===== src/rtl/led_scan_pkg.sv =====
// Shared types and constants for the row-multiplexed LED matrix driver.
// Default geometry and timing are also used by the game modules feeding it.
package led_scan_pkg;

  typedef enum logic {
    ST_BLANK = 1'b0,
    ST_SHOW  = 1'b1
  } scan_state_t;

  localparam int LED_ROWS  = 8;
  localparam int LED_COLS  = 8;
  localparam int LED_DWELL = 1024;
  localparam int LED_BLANK = 16;

  // Physical pin level for a logical "on" (1) or "off" (0).
  function automatic logic drv(input bit value, input bit active_low);
    return value ^ active_low;
  endfunction

endpackage


===== src/rtl/scan_timer.sv =====
// Row scan sequencer: BLANK/SHOW state, dwell/blank counter and row index.
// frame_start is registered so it lines up with the first BLANK cycle of row 0.
module scan_timer
  import led_scan_pkg::*;
#(
  parameter int  ROWS  = LED_ROWS,
  parameter int  DWELL = LED_DWELL,
  parameter int  BLANK = LED_BLANK,
  localparam int RW    = $clog2(ROWS)
) (
  input  logic          clk_i,
  input  logic          rst_i,
  output logic [RW-1:0] row_o,
  output scan_state_t   state_o,
  output logic          last_blank_o,
  output logic          last_show_o,
  output logic          last_show_of_frame_o,
  output logic          frame_start_o
);

  localparam int CW = $clog2(((DWELL > BLANK) ? DWELL : BLANK) + 1);

  scan_state_t   state_q, state_d;
  logic [RW-1:0] row_q, row_d;
  logic [CW-1:0] cnt_q, cnt_d;
  logic          frame_start_q;
  logic          last_blank, last_show, last_frame;

  always_comb begin
    last_blank = (state_q == ST_BLANK) && (cnt_q == CW'(BLANK - 1));
    last_show  = (state_q == ST_SHOW)  && (cnt_q == CW'(DWELL - 1));
    last_frame = last_show && (row_q == RW'(ROWS - 1));
    state_d    = state_q;
    row_d      = row_q;
    cnt_d      = cnt_q + 1'b1;
    if (last_blank) begin
      state_d = ST_SHOW;
      cnt_d   = '0;
    end else if (last_show) begin
      state_d = ST_BLANK;
      cnt_d   = '0;
      row_d   = last_frame ? '0 : row_q + 1'b1;
    end
  end

  // Reset lands on the first BLANK cycle of row 0, so frame_start comes out high.
  always_ff @(posedge clk_i) begin
    if (rst_i) begin
      state_q       <= ST_BLANK;
      row_q         <= '0;
      cnt_q         <= '0;
      frame_start_q <= 1'b1;
    end else begin
      state_q       <= state_d;
      row_q         <= row_d;
      cnt_q         <= cnt_d;
      frame_start_q <= last_frame;
    end
  end

  assign row_o                = row_q;
  assign state_o              = state_q;
  assign last_blank_o         = last_blank;
  assign last_show_o          = last_show;
  assign last_show_of_frame_o = last_frame;
  assign frame_start_o        = frame_start_q;

endmodule


===== src/rtl/led_matrix_scan.sv =====
// Double-buffered ROWS x COLS LED matrix driver; banks swap only at frame boundaries.
// Writes go to the back bank; column data is latched per row so a SHOW never tears.
module led_matrix_scan
  import led_scan_pkg::*;
#(
  parameter int  ROWS           = LED_ROWS,
  parameter int  COLS           = LED_COLS,
  parameter int  DWELL          = LED_DWELL,
  parameter int  BLANK          = LED_BLANK,
  parameter bit  COL_ACTIVE_LOW = 1'b1,
  parameter bit  ROW_ACTIVE_LOW = 1'b0,
  localparam int RW             = $clog2(ROWS)
) (
  input  logic            CLK,
  input  logic            rst,
  input  logic            wr_en,
  input  logic [RW-1:0]   wr_row,
  input  logic [COLS-1:0] wr_data,
  input  logic            swap_req,
  output logic            swap_ack,
  output logic            frame_start,
  output logic [ROWS-1:0] row_drv,
  output logic [COLS-1:0] col_drv
);

  logic [RW-1:0] row;
  scan_state_t   state;
  logic          last_blank, last_show, last_frame;

  scan_timer #(
    .ROWS  (ROWS),
    .DWELL (DWELL),
    .BLANK (BLANK)
  ) u_timer (
    .clk_i                (CLK),
    .rst_i                (rst),
    .row_o                (row),
    .state_o              (state),
    .last_blank_o         (last_blank),
    .last_show_o          (last_show),
    .last_show_of_frame_o (last_frame),
    .frame_start_o        (frame_start)
  );

  logic [COLS-1:0] bank_q [2][ROWS];
  logic            front_q, front_d;
  logic            swap_ack_q, swap_ack_d;
  logic [ROWS-1:0] row_drv_q, row_drv_d, row_on;
  logic [COLS-1:0] col_drv_q, col_drv_d, col_on, front_row;

  always_comb begin
    front_row = bank_q[front_q][row];
    for (int r = 0; r < ROWS; r++) row_on[r] = drv(row == RW'(r), ROW_ACTIVE_LOW);
    for (int c = 0; c < COLS; c++) col_on[c] = drv(front_row[c], COL_ACTIVE_LOW);
    row_drv_d  = {ROWS{ROW_ACTIVE_LOW}};
    col_drv_d  = {COLS{COL_ACTIVE_LOW}};
    front_d    = front_q;
    swap_ack_d = 1'b0;
    if (last_blank) begin
      row_drv_d = row_on;
      col_drv_d = col_on;
    end else if ((state == ST_SHOW) && !last_show) begin
      row_drv_d = row_drv_q;
      col_drv_d = col_drv_q;
    end
    if (last_frame && swap_req) begin
      front_d    = ~front_q;
      swap_ack_d = 1'b1;
    end
  end

  always_ff @(posedge CLK) begin
    if (rst) begin
      front_q    <= 1'b0;
      swap_ack_q <= 1'b0;
      row_drv_q  <= {ROWS{ROW_ACTIVE_LOW}};
      col_drv_q  <= {COLS{COL_ACTIVE_LOW}};
    end else begin
      front_q    <= front_d;
      swap_ack_q <= swap_ack_d;
      row_drv_q  <= row_drv_d;
      col_drv_q  <= col_drv_d;
    end
  end

  // Back bank is selected from front_q before any same-cycle swap takes effect.
  always_ff @(posedge CLK) begin
    if (rst) begin
      for (int b = 0; b < 2; b++)
        for (int r = 0; r < ROWS; r++) bank_q[b][r] <= '0;
    end else if (wr_en && (int'(wr_row) < ROWS)) begin
      bank_q[~front_q][wr_row] <= wr_data;
    end
  end

  assign swap_ack = swap_ack_q;
  assign row_drv  = row_drv_q;
  assign col_drv  = col_drv_q;

endmodule


===== config.mk =====
export PLATFORM = sky130hd
export DESIGN_NAME = led_matrix_scan
export DESIGN_NICKNAME = d
export VERILOG_FILES = /design/src/rtl/led_scan_pkg.sv /design/src/rtl/scan_timer.sv /design/src/rtl/led_matrix_scan.sv
export SDC_FILE = /design/constraint.sdc
export NUM_CORES = 1
export LEC_CHECK = 0
export CORE_MARGIN = 2
export CORE_UTILIZATION = 50
export DETAILED_ROUTE_END_ITERATION = 8
export HOLD_SLACK_MARGIN = 0.12
export PLACE_DENSITY = 0.79
export RECOVER_POWER = 25
export SYNTH_ARGS = -nofsm -noshare
export SYNTH_HDL_FRONTEND = slang
export SYNTH_SLANG_ARGS = --single-unit
export TNS_END_PERCENT = 30

===== constraint.sdc =====
create_clock -name CLK -period 1.8 [get_ports CLK]
set_clock_uncertainty 0.2 [all_clocks]
set_input_delay 0.27 -clock CLK [delete_from_list [all_inputs] [get_ports CLK]]
set_output_delay 0.27 -clock CLK [all_outputs]
set_load 0.01 [all_outputs]

==> After elaboration in Yosys (flattened, before gate mapping) <==
Memories as Yosys holds them, arrays and structs flattened. A register that Yosys moved wholly into a read port is not among the register bits.
Cells that the tools add are included.
{ "classes": {"reduce_logical": 12, "n_addsub": 2, "n_mux": 23, "n_eq_ne": 10, "n_bitwise": 13, "magnitude_cmp": 3} }
{ "ops": {"columns": ["cell", "n"], "rows": [
  ["$mux W64", 3],
  ["$reduce_or A64 Y1", 1],
  ["$mux W8", 7],
  ["$bmux W8 S3", 1],
  ["$demux W8 S3", 1],
  ["$eq A3 B3 Y1 const B", 4],
  ["$add A11 B1 Y11 const B", 1],
  ["$eq A11 B10 Y1 const B", 1],
  ["$eq A11 B4 Y1 const B", 1],
  ["$not A1 Y1", 11],
  ["$mux W1", 10],
  ["$ge A4 B4 Y1 const B", 2],
  ["$not A3 Y4", 2],
  ["$eq A3 B2 Y1 const B", 2],
  ["$logic_and A1 B1 Y1", 6],
  ["$lt A4 B1 Y1 const B", 1],
  ["$add A3 B1 Y3 const B", 1],
  ["$eq A3 B1 Y1 const B", 1],
  ["$logic_not A3 Y1", 1],
  ["$mux W3", 1],
  ["$reduce_or A3 Y1", 1],
  ["$ne A2 B2 Y1 const B", 1],
  ["$reduce_and A2 Y1", 1],
  ["$reduce_bool A2 Y1", 1],
  ["$logic_not A1 Y1", 1]
]} }
{ "word_totals": {"ff_bits": 34, "mem_bits_rw": 128, "elab_cells": 72, "mem_count": 1, "out_inout_bits": 18, "inputBits": 15} }
{ "memory_table": {"columns": ["name", "words", "width", "rd", "rd_clocked_by_memory_dff", "write_ports", "line", "source"], "rows": [
  ["bank_q", 2, 64, 1, 1, 2, "led_matrix_scan.sv:45", "logic [COLS-1:0] bank_q [2][ROWS];"]
]} }

==> Logic depth before layout (Yosys ltp) <==
{ "depth": {"word_depth": 8, "depth_mapped": 8, "mapped_depth_nobuf": 5} }

==> Modules after synthesis <==
From an unflattened synthesis, not the netlist that was laid out.
{ "hier_totals": {"cells_unflattened": 546, "hier_area_um2": 7085.5} }
{ "by_module_without_submodules": {"columns": ["mod", "cells_per_inst", "n_inst", "seq_area_each_um2", "area_per_inst_um2"], "rows": [
  ["led_matrix_scan", 466, 1, 4224.1, 6302.3],
  ["scan_timer", 80, 1, 320.3, 783.3]
]} }

==> Worst setup path after synthesis <==
OpenSTA, ideal clock, no wires.
{ "synth_path": {"path_kind": "input to register", "from": "input wr_en", "to": "memory bank_q[0][10] in the netlist's numbering, enable pin", "slack_ns": -0.087, "path_buffers": 2, "arrival_ns": 1.358, "t_required_ns": 1.270, "path_stages": 6, "setup_ns": 0.330, "path_cell_list": "nor2b_1 > buf_2 > and3b_1 > clkbuf_1 > nand3_1 > nand2_1"} }
{ "synth_rtl": {"columns": ["item", "line", "source"], "rows": [
  ["start: declaration", "led_matrix_scan.sv:16", "input logic wr_en,"],
  ["end: declaration", "led_matrix_scan.sv:45", null]
]} }

==> implementation parameters <==
Parameter                              Value

Status
  Run status ... finished with violations
  Violated checks ... setup timing

Worst setup path
  Delay contributed by the slowest stage of the critical path ... 0.55 ns
  Worst Path Required ... approximately 2.0 ns
  FF-to-FF path depth ... 5
  Reg-to-Reg End ... col_drv[6]
  Slowest cell on the critical path ... sky130_fd_sc_hd__mux4_2
  CP Max Fanout ... 13
  Worst path cell trace ... buf_12 -> mux4_2 -> nand2_1 -> a21o_1 -> o221a_2
  Type of the worst setup path ... register to register
  Endpoint arrival time on the critical path ... 1.99 ns
  Type of element capturing the critical path ... register
  Reg2reg setup slack ... -0.01 ns
  Kind of start point of the critical path ... register

Flow run
  Number of maximum-capacitance violations ... 0

Timing
  Setup total negative slack ... -0.0616 ns
  Maximum achievable frequency ... 552 MHz
  Tmin final ... 1.81 ns
  Setup repair after global routing missed its margin ... true
  Final number of setup-violating endpoints ... 11
  Max Transition Viols Final ... 0
  Ratio of final minimum period to clock period ... 1.01
  Worst setup margin ... -0.0130 ns
  Worst rel slew slack ... 0.678
  Final Hold Vio Count ... 0
  Slew at the pin closest to its max-slew limit ... 0.479 ns

Clock network
  Maximum level of the CTS H-tree ... 4
  Clock Pin Slew Worst Setup and Hold Paths ... 0.06 ns
  Clock root buffer master ... sky130_fd_sc_hd__clkbuf_16
  CTS tree ... yes
  Number of buffers added to fix hold violations after cts ... 0
  Bufs on Longest Clock Path ... 2
  Total CTS buffers ... 17
  Total clock sinks ... around 160
  Clock latency on the worst-skew pair ... 0.43 ns

Power and ir drop
  Leakage ... roughly 3.1 nW
  Power density over cell area ... between 900 and 1000 nW/um^2
  Worst supply voltage drop on vdd ... 0.820 mV

Floorplan
  Area of the core ... around 13,000 um^2
  Vertical die dimension ... approximately 120 um
  Horiz. Die Dim ... between 100 and 150 um
  Total I/O pin count ... 33
  Number of rows in the core area ... 42
  Total Die Area ... 14,600 um^2
  Initial standard-cell utilization of the core ... 0.514

Final layout
  Number of nets at the end of the flow ... around 620
  Growth of design area from synthesis to finish ... 27.7%
  Antenna diode count ... 0
  Final core utilization ... 0.656
  Multi-input gate area in the final layout ... 2160 um^2
  FILL cells ... roughly 900
  Proportion of layout cells with a drive suffix above 1 ... 0.297
  Sequential cell area ... ~4600 um^2

Global route
  Number of antenna violations at the first check in global routing ... 0
  All-Layer GR Usage ... 0.241
  Maximum number of pins on one net before global-route repair ... 22
  Global route total overflow ... 0
  First-pass GRT wire length ... between 20 and 30 mm
  Vias in the first global route ... ~4,600

Yosys
  Avg Cell Area, Syn ... ~14 um^2
  Cell area after synthesis ... ~6800 um^2
  Share of Yosys cell area claimed by the top area cell type ... 0.565
  Most frequent cell after synthesis ... sky130_fd_sc_hd__edfxtp_1
  Number of unique standard cell types used by synthesis ... 38
  Largest cells by area after synthesis ... sky130_fd_sc_hd__edfxtp_1, sky130_fd_sc_hd__mux4_2, sky130_fd_sc_hd__dfxtp_1, sky130_fd_sc_hd__nor2_1, sky130_fd_sc_hd__nand2_1
  Cell taking the most area after synthesis ... sky130_fd_sc_hd__edfxtp_1
  Most common library cells after synthesis ... sky130_fd_sc_hd__edfxtp_1, sky130_fd_sc_hd__nor2_1, sky130_fd_sc_hd__nand2_1
  Syn_nets ... ~500
  Post-synth EDFFs ... about 130
  Proportion of synthesized chip area in sequential cells ... 0.668
  Dominant register cell in the synthesized netlist ... sky130_fd_sc_hd__edfxtp_1
  Warnings from Yosys ... 0
  Seq cells post-synth ... approximately 160
  Number of standard cells after synthesis ... between 400 and 500
  Async S/R FF share, synth ... 0

Routing
  Final ANT Viol Nets ... 0
  WL per Instance ... about 21 um
  Count of TritonRoute iterations in the first routing pass ... 5
  DRT iter0 DRCs ... between 600 and 700
  Via total after detailed routing ... approximately 4,500
  Routed wire length ... between 15 and 20 mm
  Vias per cell ... slightly below 6
  Number of remaining DRC errors ... 0

Min path
  Worst Hold Depth ... 1
  Critical hold path startpoint ... u_timer.cnt_q[0]
  End point of the most critical hold path ... u_timer.cnt_q[0]
  Type of the worst min-delay path ... register to register

Place
  Detailed-placement wirelength estimate ... about 12 mm
  Port Buf Inserts ... 32
  Routability cong. ... a little under 0.9
-- per-layer routing --
metal  track usage  up-vias  share of wire
li1              -     2003              -
met1         0.328     2263           0.40
met2         0.384      227           0.50
met3        0.0533       28          0.084
met4        0.0836        0          0.021
met5             0        -              0
-- cell families after synthesis --
group	synth area share
xor gates and xnor gates	0.00901
buffers and inverters	0.0270
and+or+nand+nor	0.117
muxes	0.127
adders and majority gates	0.0129
DFF	0.668
AOI/OAI and AO/OA	0.0395
-- through the flow --
stage | cell area (um^2) | hold slack, ns | instances | setup slack [ns] | power [W]
CTS | 8680 | 0.262 | 784 | -0.0197 | 0.00813
floorplan | 6830 | 0.222 | 481 | -0.0126 | 0.00450
detailed placement | 8050 | 0.253 | 750 | -0.400 | 0.00477
global route | 8680 | 0.262 | 783 | -0.0422 | 0.00833
global placement | 8050 | 0.239 | 750 | -0.327 | 0.00474
finish | 8680 | 0.244 | 783 | -0.0130 | 0.00811
-- repair_timing --
item	4_1_cts	5_1_grt
resized for setup	14	26
endpoints found under the hold margin	0	0
setup endpoints to repair	18	75
setup buffers	1	0
pin swaps	3	5
cloned	1	0
-- critical path, delay by kind of cell (launching register included) --
family,cells,cell delay [ns]
buffers and inverters,1,0.17
muxes,1,0.55
and+or+nand+nor,1,0.08
DFF,1,0.39
AOI/OAI and AO/OA,2,0.35
-- cell usage in the layout (no fill, tap or decap), types with 2 or more instances in the layout --
cell / netlist / routed
sky130_fd_sc_hd__nor2b_1: 6 / 6
sky130_fd_sc_hd__edfxtp_1: 128 / 128
sky130_fd_sc_hd__and3b_1: 2 / 2
sky130_fd_sc_hd__o221a_2: 8 / 8
sky130_fd_sc_hd__clkinv_1: 1 / 2
sky130_fd_sc_hd__clkinvlp_4: 0 / 4
sky130_fd_sc_hd__mux2i_2: 0 / 3
sky130_fd_sc_hd__xnor2_1: 5 / 5
sky130_fd_sc_hd__mux2i_1: 12 / 9
sky130_fd_sc_hd__nand4_1: 3 / 3
sky130_fd_sc_hd__and3_4: 0 / 2
sky130_fd_sc_hd__nor3_1: 4 / 4
sky130_fd_sc_hd__clkinv_4: 0 / 4
sky130_fd_sc_hd__clkbuf_16: 0 / 17
sky130_fd_sc_hd__a22oi_1: 2 / 2
sky130_fd_sc_hd__dfxtp_2: 0 / 5
sky130_fd_sc_hd__ha_1: 7 / 6
sky130_fd_sc_hd__dfxtp_4: 0 / 3
sky130_fd_sc_hd__nor4_4: 0 / 2
sky130_fd_sc_hd__buf_12: 0 / 16
sky130_fd_sc_hd__clkdlybuf4s25_1: 0 / 8
sky130_fd_sc_hd__nand2_2: 0 / 5
sky130_fd_sc_hd__clkbuf_2: 0 / 7
sky130_fd_sc_hd__dfxtp_1: 35 / 27
sky130_fd_sc_hd__mux4_2: 32 / 32
sky130_fd_sc_hd__buf_4: 3 / 57
sky130_fd_sc_hd__a32oi_1: 6 / 6
sky130_fd_sc_hd__mux2_2: 2 / 2
sky130_fd_sc_hd__nor2_1: 103 / 103
sky130_fd_sc_hd__clkbuf_1: 9 / 2
sky130_fd_sc_hd__nand2_1: 51 / 46
sky130_fd_sc_hd__nand3_1: 10 / 9
sky130_fd_sc_hd__clkdlybuf4s50_1: 0 / 17
sky130_fd_sc_hd__inv_1: 15 / 15
sky130_fd_sc_hd__a21o_1: 10 / 10
sky130_fd_sc_hd__xor2_1: 2 / 2
sky130_fd_sc_hd__inv_6: 0 / 3
sky130_fd_sc_hd__dlygate4sd2_1: 0 / 7
-- power breakdown --
group	switching [W]	internal, W	leakage (nW)
Sequential	0.0000619	0.00423	1.57
Combinational	0.000212	0.000186	1.31
Clock	0.00151	0.00191	0.260
-- state kept, by name (all words and copies together) (netlist names), named ones only --
| signal | count |
|---|---|
| col_drv | 8 |
| u_timer.row_o | 3 |
| u_timer.cnt_q | 11 |
| u_timer.frame_start_o | 1 |
| bank_q | 128 |
| front_q | 1 |
| u_timer.state_o | 1 |
| swap_ack | 1 |
| row_drv | 8 |
-- area by class of cell --
cell class	instances	share of cell area
flip-flops and latches	163	0.525
multi-input cells	280	0.249
repair buffers	116	0.129
clock buffers	17	0.0490
well taps	176	0.0254
clock inverters	15	0.0156
inverters	16	0.00692
-- worst max path at each step --
stage	startpoint	to	slack (ns)	depth (start not counted)
after global routing	wr_en	bank_q[1][41]	-0.04	5
final	register	col_drv[6]	-0.01	5
after global placement	rst	bank_q[1][23]	-0.33	5
after detailed placement	wr_en	bank_q[0][59]	-0.40	5
after CTS	register	col_drv[6]	-0.02	5
after floorplan	wr_en	bank_q[0][10]	-0.01	6
No activity file was read; power rests on OpenSTA's default activity.
